File: src/rtl/ila_buffer_streamer_pkg.sv
// rtl/ila_buffer_streamer_pkg.sv - shared state encoding and sizing helpers for the ILA buffer streamer
package ila_buffer_streamer_pkg;

  typedef enum logic [2:0] {
    STR_IDLE = 3'd0,
    STR_ADDR = 3'd1,
    STR_WAIT = 3'd2,
    STR_HOLD = 3'd3,
    STR_DONE = 3'd4
  } str_state_e;

  function automatic int ceil_div(input int a, input int b);
    return (a + b - 1) / b;
  endfunction

  // Select width never collapses to zero so a single-slice signal still has a port.
  function automatic int calc_sel_w(input int data_w, input int signal_w);
    int n;
    n = ceil_div(signal_w, data_w);
    return (n <= 1) ? 1 : $clog2(n);
  endfunction

endpackage

File: src/rtl/ila_stream_oreg.sv
// rtl/ila_stream_oreg.sv - stream output holding register (data/valid/last) with load, clear and ready
module ila_stream_oreg #(
  parameter int DATA_W = 32
) (
  input  logic              clk_i,
  input  logic              arst_n_i,
  input  logic              cke_i,
  input  logic              clear_i,
  input  logic              load_i,
  input  logic [DATA_W-1:0] data_i,
  input  logic              last_i,
  input  logic              ready_i,
  output logic [DATA_W-1:0] data_o,
  output logic              valid_o,
  output logic              last_o
);

  logic [DATA_W-1:0] data_q, data_d;
  logic              valid_q, valid_d;
  logic              last_q, last_d;

  // Clear beats load so an abort can never leave a fresh word on the stream.
  always_comb begin
    data_d  = data_q;
    valid_d = valid_q;
    last_d  = last_q;
    if (clear_i) begin
      valid_d = 1'b0;
      last_d  = 1'b0;
    end else if (load_i) begin
      data_d  = data_i;
      valid_d = 1'b1;
      last_d  = last_i;
    end else if (valid_q && ready_i) begin
      valid_d = 1'b0;
      last_d  = 1'b0;
    end
  end

  always_ff @(posedge clk_i or negedge arst_n_i) begin
    if (!arst_n_i) begin
      data_q  <= '0;
      valid_q <= 1'b0;
      last_q  <= 1'b0;
    end else if (cke_i) begin
      data_q  <= data_d;
      valid_q <= valid_d;
      last_q  <= last_d;
    end
  end

  assign data_o  = data_q;
  assign valid_o = valid_q;
  assign last_o  = last_q;

endmodule

File: src/rtl/ila_buffer_streamer.sv
// rtl/ila_buffer_streamer.sv - walks ILA buffer entries and streams each slice with valid/ready/last
module ila_buffer_streamer
  import ila_buffer_streamer_pkg::*;
#(
  parameter int  DATA_W   = 32,
  parameter int  SIGNAL_W = 40,
  parameter int  BUFFER_W = 4,
  parameter int  READ_LAT = 2,
  localparam int N_PARTS  = ceil_div(SIGNAL_W, DATA_W),
  localparam int SEL_W    = calc_sel_w(DATA_W, SIGNAL_W)
) (
  input  logic                clk_i,
  input  logic                cke_i,
  input  logic                arst_n_i,
  input  logic                start_i,
  input  logic                abort_i,
  input  logic [BUFFER_W-1:0] first_i,
  input  logic [BUFFER_W-1:0] count_i,
  input  logic [BUFFER_W-1:0] samples_i,
  output logic [BUFFER_W-1:0] index_o,
  output logic [SEL_W-1:0]    value_select_o,
  input  logic [DATA_W-1:0]   value_i,
  output logic [DATA_W-1:0]   data_o,
  output logic                valid_o,
  input  logic                ready_i,
  output logic                last_o,
  output logic                busy_o,
  output logic                done_o
);

  localparam int                WAIT_W    = $clog2(READ_LAT + 1);
  localparam logic [SEL_W-1:0]  LAST_PART = SEL_W'(N_PARTS - 1);
  localparam logic [BUFFER_W-1:0] ONE_B   = BUFFER_W'(1);

  str_state_e          state_q, state_d;
  logic [BUFFER_W-1:0] idx_q, idx_d;
  logic [BUFFER_W-1:0] rem_q, rem_d;
  logic [BUFFER_W-1:0] index_q, index_d;
  logic [SEL_W-1:0]    part_q, part_d;
  logic [SEL_W-1:0]    sel_q, sel_d;
  logic [WAIT_W-1:0]   wait_q, wait_d;
  logic                busy_q, busy_d;
  logic                done_q, done_d;
  logic                oreg_load, oreg_clear, oreg_last, handshake;
  logic [BUFFER_W-1:0] start_rem;

  assign handshake = valid_o & ready_i;
  assign start_rem = (count_i != '0) ? count_i : samples_i;
  assign oreg_last = (part_q == LAST_PART) && (rem_q == ONE_B);

  always_comb begin
    state_d    = state_q;
    idx_d      = idx_q;
    rem_d      = rem_q;
    index_d    = index_q;
    part_d     = part_q;
    sel_d      = sel_q;
    wait_d     = wait_q;
    done_d     = 1'b0;
    oreg_load  = 1'b0;
    oreg_clear = 1'b0;
    case (state_q)
      STR_IDLE: begin
        if (start_i && !abort_i) begin
          idx_d  = first_i;
          rem_d  = start_rem;
          part_d = '0;
          if (start_rem == '0) begin
            state_d = STR_DONE;
          end else begin
            index_d = first_i;
            sel_d   = '0;
            state_d = STR_ADDR;
          end
        end
      end
      STR_ADDR: begin
        wait_d  = WAIT_W'(READ_LAT);
        state_d = STR_WAIT;
      end
      STR_WAIT: begin
        wait_d = wait_q - WAIT_W'(1);
        if (wait_q == WAIT_W'(1)) begin
          oreg_load = 1'b1;
          state_d   = STR_HOLD;
        end
      end
      STR_HOLD: begin
        if (handshake) begin
          if (part_q != LAST_PART) begin
            part_d  = part_q + SEL_W'(1);
            sel_d   = part_d;
            index_d = idx_q;
            state_d = STR_ADDR;
          end else begin
            part_d = '0;
            idx_d  = idx_q + ONE_B;
            rem_d  = rem_q - ONE_B;
            if (rem_q == ONE_B) begin
              state_d = STR_DONE;
            end else begin
              index_d = idx_d;
              sel_d   = '0;
              state_d = STR_ADDR;
            end
          end
        end
      end
      STR_DONE: begin
        done_d  = 1'b1;
        state_d = STR_IDLE;
      end
      default: state_d = STR_IDLE;
    endcase
    // Abort wins over a same-cycle handshake and drops any held word.
    if (abort_i && (state_q inside {STR_ADDR, STR_WAIT, STR_HOLD})) begin
      state_d    = STR_DONE;
      oreg_load  = 1'b0;
      oreg_clear = 1'b1;
    end
    busy_d = (state_d != STR_IDLE);
  end

  always_ff @(posedge clk_i or negedge arst_n_i) begin
    if (!arst_n_i) begin
      state_q <= STR_IDLE;
      idx_q   <= '0;
      rem_q   <= '0;
      index_q <= '0;
      part_q  <= '0;
      sel_q   <= '0;
      wait_q  <= '0;
      busy_q  <= 1'b0;
      done_q  <= 1'b0;
    end else if (cke_i) begin
      state_q <= state_d;
      idx_q   <= idx_d;
      rem_q   <= rem_d;
      index_q <= index_d;
      part_q  <= part_d;
      sel_q   <= sel_d;
      wait_q  <= wait_d;
      busy_q  <= busy_d;
      done_q  <= done_d;
    end
  end

  ila_stream_oreg #(.DATA_W(DATA_W)) u_oreg (
    .clk_i    (clk_i),
    .arst_n_i (arst_n_i),
    .cke_i    (cke_i),
    .clear_i  (oreg_clear),
    .load_i   (oreg_load),
    .data_i   (value_i),
    .last_i   (oreg_last),
    .ready_i  (ready_i),
    .data_o   (data_o),
    .valid_o  (valid_o),
    .last_o   (last_o)
  );

  assign index_o        = index_q;
  assign value_select_o = sel_q;
  assign busy_o         = busy_q;
  assign done_o         = done_q;

endmodule
File: config.mk
export PLATFORM = sky130hd
export DESIGN_NAME = ila_buffer_streamer
export DESIGN_NICKNAME = d
export VERILOG_FILES = /design/src/rtl/ila_buffer_streamer_pkg.sv /design/src/rtl/ila_stream_oreg.sv /design/src/rtl/ila_buffer_streamer.sv
export SDC_FILE = /design/constraint.sdc
export NUM_CORES = 1
export LEC_CHECK = 0
export CORE_MARGIN = 10
export CORE_UTILIZATION = 42
export CTS_BUF_LIST = sky130_fd_sc_hd__clkbuf_8
export DETAILED_ROUTE_END_ITERATION = 8
export HOLD_SLACK_MARGIN = 0.08
export PLACE_DENSITY = 0.78
export SLEW_MARGIN = 0
export SYNTH_ARGS = -nofsm -noshare
export SYNTH_HDL_FRONTEND = slang
export SYNTH_SLANG_ARGS = --single-unit
File: constraint.sdc
create_clock -name clk_i -period 1.6 [get_ports clk_i]
set_input_delay 0.32 -clock clk_i [delete_from_list [all_inputs] [get_ports clk_i]]
set_output_delay 0.32 -clock clk_i [all_outputs]
set_load 0.02 [all_outputs]
==> results_dict.tcl <==
set metrics [dict create \
    ys_async_sr_fraction 1.00 \
    tns_ns -0.391 \
    critPathMaxFanout 4 \
    whs_ns 0.494 \
    area_delta_synth_final_pct 54.4 \
    grt_pass1_vias 2282 \
    start_util 0.441 \
    drtAntennaViolNets 0 \
    fp.dieW_um 99.5 \
    finalPower_mw 4.15 \
    vias 2193 \
    powerDensity_mw_per_mm2 1010 \
    ys_warn_count 0 \
    worst_pin_slew_ns 0.451 \
    finalWeightedCongestion 0.876 \
    rsz0062_at_grt "yes" \
    drc_errors 0 \
    cts_root_buffer "clkbuf_8" \
    nNetsFinal 413 \
    boundaryPins 91 \
    holdPathStages 2 \
    clk_latency_ns 0.31 \
    die-area_mm2 0.00990 \
    mostFrequentLayoutCells "dfrtp_1 (53), clkdlybuf4s50_1 (48), dlygate4sd2_1 (39), buf_4 (39), mux2_2 (32)" \
    avgSynthCellArea_um2 11.7 \
    synth_edf_count 0 \
    gr-total-overflow 0 \
    die_y_um 99.5 \
    setup_viol 36 \
    crit_path_start "samples_i[0]" \
    cts_made_buffers 5 \
    fin_crit_ns 1.65 \
    regArea_mm2 0.00138 \
    grt_max_degree 56 \
    drtPass1Iterations 4 \
    grtUsageTotal 0.142 \
    hold_class "reg -> reg" \
    period_share 1.03 \
    fin_skew_ns 0.00532 \
    yosysTopAreaCell "dfrtp_1" \
    first_iter_violations 65 \
    critPathCapture "index_o[0]" \
    multiInputGateArea_mm2 0.00125 \
    arrival_ns 1.85 \
    run_status "finished, violations left" \
    final_util 0.680 \
    start_kind "input pin" \
    synth_cells 227 \
    critical_path_class "in -> reg" \
    fmaxAchievable_mhz 608 \
    synth_nets 281 \
    setup_ws_ns -0.0451 \
    synthTopCellsByArea "dfrtp_1 (52%), mux2_2 (15%), a21oi_1 (3.4%)" \
    cts.clk_slew.worst_paths_ns 0.10 \
    reg2reg_slack_ns -0.03 \
    grt_pass1_wl_um 11600 \
    cts_tree "yes" \
    r2r-start "state_q[2]" \
    timing.rr.end "index_o[0]" \
    viasPerCell 5.04 \
    p_leak_nw 2.08 \
    endpoint_kind "flop" \
    drv_cap 0 \
    hpwl_um 5590 \
    cts_buffer_depth 2 \
    grt_antenna_before_repair 0 \
    rr_worst_depth 5 \
    post_drt_wl_per_cell_um 16.7 \
    cts.sinks 55 \
    drive_gt1_frac 0.306 \
    violations "setup timing" \
    routed_wl_um 7270 \
    vdd_drop_max_uv 554 \
    slew_viol_final 0 \
    synth_top_area_frac 0.518 \
    core-area_mm2 0.00603 \
    synth_seq_area_share 0.518 \
    diodes 0 \
    synthFlopType "dfrtp_1" \
    worstPathRequired_ns 1.81 \
    fillers 453 \
    rows 28 \
    final_common_cell "dfrtp_1" \
    ys_seq_elements 55 \
    h-tree-depth 2 \
    io_buffer_count 90 \
    synth.distinct_cells 46 \
    netlist_area_mm2 0.00266 \
    finalHoldViolCount 0 \
    slew_headroom 0.698 \
]
[metal layers]
layer | up-vias | wire length (um) | global-route usage
met4 | 0 | 86 | 0.0452
met2 | 42 | 3820 | 0.253
met3 | 5 | 238 | 0.0304
met1 | 1061 | 3120 | 0.167
li1 | 1085 | - | -
met5 | - | 0 | 0
[cell families after synthesis]
logic type	Yosys count	share of synthesized area
compound gates	53	0.134
xor+xnor	3	0.00990
fa+ha+maj	4	0.0189
buf+inv	22	0.0401
flops	55	0.518
mux	40	0.173
simple gates	50	0.106
[power by group]
part           internal, mW  total, mW  switching (mW)
logic                 0.791       1.50           0.705
registers              1.66       1.85           0.188
clock network         0.317      0.799           0.481
total                  2.77       4.15            1.37
[cell type report]
class / count / share of cell area
repair buffers: 136 / 0.302
flip-flops and latches: 55 / 0.336
inverters: 11 / 0.0101
clock buffers: 5 / 0.0168
well taps: 75 / 0.0229
multi-input cells: 150 / 0.306
clock inverters: 3 / 0.00580
[synthesized netlist by cell type (all sizes together), types with 3 or more instances]
| cell | n |
|---|---|
| dfrtp | 55 |
| a21oi | 19 |
| o211ai | 3 |
| o21ai | 10 |
| nor3 | 7 |
| mux2 | 38 |
| nand2 | 13 |
| nand3 | 4 |
| inv | 11 |
| a211oi | 5 |
| nor2 | 11 |
| clkbuf | 4 |
| ha | 4 |
| buf | 7 |
| o2bb2ai | 5 |
[metrics by stage]
step | setup WS, ns | area (um^2) | std cells
2_1_floorplan | -0.0916 | 2680 | 227
3_3_place_gp | -0.379 | 3940 | 424
3_5_place_dp | -0.378 | 3940 | 424
4_1_cts | -0.0549 | 4070 | 434
5_1_grt | -0.111 | 4100 | 435
6_report | -0.0451 | 4100 | 435
[worst min-delay path by stage]
stage / end / slack (ns) / startpoint
floorplan: busy_o / 0.02 / arst_n_i
global placement: rem_q[0] / 0.34 / arst_n_i
detailed placement: rem_q[0] / 0.34 / arst_n_i
CTS: done_o / 0.51 / done_o
global route: u_oreg.data_o[17] / 0.52 / u_oreg.data_o[17]
finish: done_o / 0.49 / done_o
[critical path: stages]
cell,delay [ns]
clkdlybuf4s50_1,0.44
nor4_1,0.35
and2_1,0.22
a221o_4,0.22
mux2_4,0.30
[timing repair]
item / CTS / global route
setup buffers: 1 / 1
pin swaps: 6 / 2
setup endpoints to repair: 80 / 47
hold endpoints to repair: 55 / 0
hold buffers: 1 / 0
resized for setup: 55 / 7
[flip-flops by register name, summed over array words and instances (netlist names)]
signal / flops
u_oreg.valid_o: 1
state_q: 3
idx_q: 4
u_oreg.data_o: 32
index_o: 4
rem_q: 4
busy_o: 1
done_o: 1
value_select_o: 1
wait_q: 2
u_oreg.last_o: 1
part_q: 1
Power figures use the tool's default switching activity.
